### src/rtl/param_regfile_if.sv
// rtl/param_regfile_if.sv - write port and packed read ports of the parametrised register file
interface param_regfile_if #(
  parameter int WIDTH    = 64,
  parameter int AW       = 5,
  parameter int NUM_READ = 2
);
  logic                      wr_en;
  logic [AW-1:0]             wr_addr;
  logic [WIDTH-1:0]          wr_data;
  logic [NUM_READ*AW-1:0]    rd_addr;
  logic [NUM_READ*WIDTH-1:0] rd_data;

  modport master (
    output wr_en, wr_addr, wr_data, rd_addr,
    input  rd_data
  );

  modport slave (
    input  wr_en, wr_addr, wr_data, rd_addr,
    output rd_data
  );
endinterface

### src/rtl/param_regfile.sv
// rtl/param_regfile.sv - NUM_REGS x WIDTH register file, one write port, NUM_READ combinational read ports
module param_regfile #(
  parameter int WIDTH    = 64,
  parameter int NUM_REGS = 32,
  parameter int NUM_READ = 2,
  parameter int ZERO_EN  = 1,
  parameter int ZERO_IDX = 31,
  parameter int BYPASS   = 0
) (
  input logic            clk,
  input logic            reset,
  param_regfile_if.slave bus
);
  localparam int AW = (NUM_REGS > 2) ? $clog2(NUM_REGS) : 1;

  logic [WIDTH-1:0]          regs [NUM_REGS];
  logic [NUM_REGS-1:0]       we;
  logic                      wr_qual;
  logic [NUM_READ*WIDTH-1:0] rd_flat;

  // A write only counts when it lands on a real, writable register outside reset.
  always_comb begin
    wr_qual = bus.wr_en && !reset && (int'(bus.wr_addr) < NUM_REGS) &&
              !((ZERO_EN != 0) && (int'(bus.wr_addr) == ZERO_IDX));
    we = '0;
    for (int r = 0; r < NUM_REGS; r++) begin
      we[r] = wr_qual && (int'(bus.wr_addr) == r);
    end
  end

  always_ff @(posedge clk) begin
    for (int r = 0; r < NUM_REGS; r++) begin
      if (reset) begin
        regs[r] <= '0;
      end else if (we[r]) begin
        regs[r] <= bus.wr_data;
      end
    end
  end

  always_comb begin
    logic [AW-1:0] ra;
    rd_flat = '0;
    for (int p = 0; p < NUM_READ; p++) begin
      ra = bus.rd_addr[p*AW +: AW];
      if ((int'(ra) < NUM_REGS) && !((ZERO_EN != 0) && (int'(ra) == ZERO_IDX))) begin
        rd_flat[p*WIDTH +: WIDTH] = regs[ra];
        // wr_qual already excludes reset, the zero register and out-of-range targets
        if ((BYPASS != 0) && wr_qual && (ra == bus.wr_addr)) begin
          rd_flat[p*WIDTH +: WIDTH] = bus.wr_data;
        end
      end
    end
  end

  assign bus.rd_data = rd_flat;
endmodule

### src/flat_wrapper.sv
// flat-port wrapper written by rule: the top's interface ports become plain ports
module param_regfile_flat 
#(
  parameter int WIDTH    = 64,
  parameter int NUM_REGS = 32,
  parameter int NUM_READ = 2,
  parameter int ZERO_EN  = 1,
  parameter int ZERO_IDX = 31,
  parameter int BYPASS   = 0
)
  (clk, reset, bus_wr_en, bus_wr_addr, bus_wr_data, bus_rd_addr, bus_rd_data);
  param_regfile_if #(.WIDTH(WIDTH), .NUM_READ(NUM_READ)) bus_i ();
  input logic clk;
  input logic reset;
  input wire logic [$bits(bus_i.wr_en)-1:0] bus_wr_en;
  input wire logic [$bits(bus_i.wr_addr)-1:0] bus_wr_addr;
  input wire logic [$bits(bus_i.wr_data)-1:0] bus_wr_data;
  input wire logic [$bits(bus_i.rd_addr)-1:0] bus_rd_addr;
  output wire logic [$bits(bus_i.rd_data)-1:0] bus_rd_data;
  assign bus_i.wr_en = bus_wr_en;
  assign bus_i.wr_addr = bus_wr_addr;
  assign bus_i.wr_data = bus_wr_data;
  assign bus_i.rd_addr = bus_rd_addr;
  assign bus_rd_data = bus_i.rd_data;
  param_regfile #(.WIDTH(WIDTH), .NUM_REGS(NUM_REGS), .NUM_READ(NUM_READ), .ZERO_EN(ZERO_EN), .ZERO_IDX(ZERO_IDX), .BYPASS(BYPASS)) u_core (.clk(clk), .reset(reset), .bus(bus_i));
endmodule
### config.mk
export PLATFORM = sky130hd
export DESIGN_NAME = param_regfile_flat
export DESIGN_NICKNAME = d
export VERILOG_FILES = /design/src/rtl/param_regfile_if.sv /design/src/rtl/param_regfile.sv /design/src/flat_wrapper.sv
export SDC_FILE = /design/constraint.sdc
export NUM_CORES = 2
export LEC_CHECK = 0
export CORE_MARGIN = 3
export CORE_UTILIZATION = 45
export DETAILED_ROUTE_END_ITERATION = 10
export HOLD_SLACK_MARGIN = 0.08
export MAX_ROUTING_LAYER = met4
export SYNTH_ARGS = -nofsm -noshare
export SYNTH_HDL_FRONTEND = slang
export SYNTH_SLANG_ARGS = --single-unit
### constraint.sdc
create_clock -name clk -period 6.2 [get_ports clk]
set_input_delay 1.24 -clock clk [delete_from_list [all_inputs] [get_ports clk]]
set_output_delay 1.24 -clock clk [all_outputs]
set_load 0.01 [all_outputs]
# ---- Word level (Yosys, flattened, before mapping)
# Memories as Yosys holds them, arrays and structs flattened.
# Cells that the tools add are included.
dict set report totals {
  reg_bits 0
  ram_bits 2048
  inputBits 82
  output_inout_bits 128
  word_cells 235
  mem_count 1
}
# memory depth word_bits read_ports rd_ports_with_merged_regs wr line_no
set mem_list {}
lappend mem_list {u_core.regs 32 64 2 0 32 param_regfile.sv:16} ;# logic [WIDTH-1:0] regs [NUM_REGS];
dict set report op_classes {
  eq_ne 33
  n_mux 132
  bitwise 32
  reduce_logical 37
}
# operator count
set op_table {}
lappend op_table {{$mux W64} 34}
lappend op_table {{$mux W1} 98}
lappend op_table {{$eq A5 B5 Y1 const B} 16}
lappend op_table {{$eq A5 B4 Y1 const B} 8}
lappend op_table {{$logic_and A1 B1 Y1} 34}
lappend op_table {{$or A1 B1 Y1} 32}
lappend op_table {{$eq A5 B3 Y1 const B} 4}
lappend op_table {{$eq A5 B1 Y1 const B} 3}
lappend op_table {{$eq A5 B2 Y1 const B} 2}
lappend op_table {{$logic_not A5 Y1} 1}
lappend op_table {{$logic_not A1 Y1} 2}

# ---- Depth between registers and ports, before layout
dict set report depth {
  ltp_word 8
  mapped_depth 9
  ltp_nobuf 4
}

# ---- Worst setup path before layout
# Ideal clock, no wire load.
dict set report synth_timing {
  path_type {input to output}
  start {input port bus_rd_addr[2]}
  end {output port bus_rd_data[1]}
  t_arrival_ns 2.812
  required_ns 4.960
  path_slack_ns 2.148
  path_stages 6
  path_cell_list {clkbuf_1 buf_4 buf_2 buf_2 a211oi_1 a2111oi_0}
}
dict set report synth_between {
  elab_chain_len 2
  elab_cells_between_ends 3
  classes_between {eq/ne: 1; mux: 1; memory: 1}
}
# element line_no
set synth_rtl {}
lappend synth_rtl {{start, declared} flat_wrapper.sv:18} ;# input wire logic [$bits(bus_i.rd_addr)-1:0] bus_rd_addr;
lappend synth_rtl {{$mem_v2 Z32 W64 or $eq A5 B1 Y1 (tied branches)} n/a}
lappend synth_rtl {{$mux W64 *} param_regfile.sv:46} ;# if ((int'(ra) < NUM_REGS) && !((ZERO_EN != 0) && (int'(ra) == ZERO_IDX))) begin
lappend synth_rtl {{end, declared} flat_wrapper.sv:19} ;# output wire logic [$bits(bus_i.rd_data)-1:0] bus_rd_data;
# Mark *: on every way between the ends. The rest lies on a longest branch, timed or not.

# ---- Worst setup path after layout
dict set report layout_timing {
  start {input port bus_rd_addr[5]}
  end {output port bus_rd_data[86]}
}
# The elaborated chain is that of the path after synthesis.

==> flow_metrics.env <==
export IMPL_mostFrequentLayoutCell="edfxtp_1"
export IMPL_pre_cts_ws_ps=334.6
export IMPL_ys_ff_latch=2048
export IMPL_crit_path_max_incr_delay_ps=770
export IMPL_cp_slowest_cell="a211oi_1"
export IMPL_grt_max_degree=86
export IMPL_syn_cell_area_mm2=0.1090
export IMPL_cts_tree="yes"
export IMPL_dp_hpwl_um=236100
export IMPL_drt_pass1_iter_count=6
export IMPL_grt_remaining_overflow=0
export IMPL_die_area_mm2=0.2481
export IMPL_fin_util_pct=50.93
export IMPL_synth_cell_types=54
export IMPL_grt_busiest_layer="met2"
export IMPL_crit_required_ps=4960
export IMPL_io_pins=210
export IMPL_rsz0062_at_grt="no"
export IMPL_reg_top3="u_core.regs (2048)"
export IMPL_ctsHoldBuffers=0
export IMPL_cts_resized=0
export IMPL_coreArea_mm2=0.2408
export IMPL_critical_path_class="primary input to output port"
export IMPL_drt_total_wl_um=423900
export IMPL_portBuffers=209
export IMPL_status="complete, no violations"
export IMPL_p_leak_nw=42.57
export IMPL_whs_path_depth=1
export IMPL_power_density_mw_per_mm2=278.6
export IMPL_final_setup_tns_ps=0
export IMPL_peakVddDrop_mv=0.2707
export IMPL_holdCritStartpoint="reset"
export IMPL_area_delta_synth_final_pct=12.52
export IMPL_clockBufferDepth=3
export IMPL_path_cells="buf_8, buf_4, buf_4, mux4_2, mux2i_1, o2111a_1, a211oi_1, buf_4, clkdlybuf4s50_1"
export IMPL_finalSetupViolCount=0
export IMPL_synthArstFlopShare_pct=0
export IMPL_fmax_mhz=169.8
export IMPL_gp_congestion=0.8801
export IMPL_grt_met1_usage_pct=45.48
export IMPL_tightest_slew_ps=1299
export IMPL_hp_class="primary input to register"
export IMPL_hold_end="u_core.regs[31][45]"
export IMPL_antenna_found_initial=58
export IMPL_path_common_cell="buf_4"
export IMPL_nets=7299
export IMPL_avgSynthCellArea_um2=15.11
export IMPL_htreeDepth=4
export IMPL_grt_first_pass_wirelength_um=580900
export IMPL_drc=0
export IMPL_ys_seq_area_share_pct=56.43
export IMPL_vias_per_cell=6.800
export IMPL_numCtsBuffers=220
export IMPL_largest_register_ffs=2048
export IMPL_die_h_um=498.1
export IMPL_grt_use_met2_pct=52.19
export IMPL_fin_crit_sh_pct=94.99
export IMPL_drt_iter0_markers=13962
export IMPL_worst_hold_slack_ps=864.3
export IMPL_slew_limit_headroom_pct=13.39
export IMPL_drive_above_1_share_pct=21.39
export IMPL_synth_edf_count=2048
export IMPL_setup_worst_path_start_class="primary input"
export IMPL_max_flop_register="u_core.regs"
export IMPL_ys_flop_type="edfxtp_1"
export IMPL_syn_instance_count=7214
export IMPL_wire_per_inst_um=39.90
export IMPL_initial_core_util_pct=45.27
export IMPL_fp_dieW_um=498.1
export IMPL_finalHoldViolCount=0
export IMPL_clock_root_buffer="clkbuf_16"
export IMPL_finalCriticalPeriod_ps=5890
export IMPL_critPathCaptureType="output port"
export IMPL_dp_cells=10180
export IMPL_postLayoutSetupSlackWorst_ps=310.3
export IMPL_worst_setup_hold_path_clk_slew_ps=60
export IMPL_max_cap_viol_count=0
export IMPL_final_cell_mix="edfxtp_1 (2048), and2_1 (1987), mux4_2 (805)"
export IMPL_critPathArrivalTime_ps=4650
export IMPL_clkSinkCount=2048
export IMPL_drv_slew=0
export IMPL_post_cts_buffers=0
export IMPL_vias=72232
export IMPL_path_max_fanout=25
export IMPL_yosys_warnings=0
export IMPL_grt_pass1_vias=71210
export IMPL_track_usage_pct=34.66
export IMPL_rows=180
export IMPL_fin_cells=10622
export IMPL_grt_use_met3_pct=7.528
export IMPL_postRouteAntennaNets=0
==> metal layers <==
metal  part of all wire [%]  routed length [µm]
met5                      0                   0
met2                     46              193800
met4                    5.1               21430
met3                     13               54770
met1                     36              153900
==> cells in the mapped netlist (60+ instances only) <==
cell type / number / area, µm²
nand2_1: 91 / 341.6
mux2i_1: 598 / 5986
a221oi_1: 75 / 656.9
edfxtp_1: 2048 / 61500
a22o_1: 60 / 525.5
clkbuf_1: 557 / 2091
a211oi_1: 75 / 563.0
mux4_2: 805 / 18130
buf_2: 109 / 545.5
o221ai_1: 76 / 665.6
o22a_1: 103 / 902.1
a21oi_1: 71 / 355.3
buf_4: 74 / 555.5
and2_1: 1989 / 12440
==> power by group <==
part	internal, mW	total, mW	leakage, nW	switching [mW]
clock	7.53	13.4	3.47	5.84
combinational	1.82	4.41	19.6	2.59
sequential	16.0	16.4	19.5	0.393
total	25.4	34.2	42.6	8.82
==> worst max path at each step <==
stage | depth (start not counted) | end | slack, ps | startpoint
2_1_floorplan | 6 | bus_rd_data[1] | 2150 | bus_rd_addr[2]
6_report | 9 | bus_rd_data[86] | 310 | bus_rd_addr[5]
3_5_place_dp | 9 | bus_rd_data[86] | 330 | bus_rd_addr[5]
5_1_grt | 9 | bus_rd_data[86] | 210 | bus_rd_addr[6]
4_1_cts | 9 | bus_rd_data[86] | 310 | bus_rd_addr[5]
3_3_place_gp | 9 | bus_rd_data[86] | 280 | bus_rd_addr[5]
==> kinds of logic after synthesis <==
| kind of cell | Yosys count | share of synthesized area, % |
|---|---|---|
| multiplexers | 1424 | 22.35 |
| buffers and inverters | 816 | 3.513 |
| flip-flops | 2048 | 56.43 |
| AND/OR/NAND/NOR | 2213 | 12.38 |
| other | 1 | 0.003441 |
| AO/OA/AOI/OAI | 712 | 5.323 |
==> final cells by class <==
class,instances,area (µm²)
Multi-Input combinational cell,4413,44300
Tap cell,3185,3985
Sequential cell,2048,61500
Clock buffer,272,5743
Inverter,4,25.02
Fill cell,19699,118100
Clock inverter,138,1416
Antenna cell,32,80.08
Timing Repair Buffer,530,5574
==> per-stage QoR <==
step | area, µm² | power, mW
2_1_floorplan | 109200 | 19.03
4_1_cts | 122500 | 34.15
6_report | 122600 | 34.17
3_5_place_dp | 115400 | 21.00
5_1_grt | 122600 | 34.96
3_3_place_gp | 115400 | 20.93
==> worst max-delay path: cells and delay by family <==
| family | cells | cell delay [ps] |
|---|---|---|
| buf+inv | 5 | 1950 |
| compound gates | 2 | 1020 |
| mux | 2 | 360 |
Power figures use the tool's default switching activity.
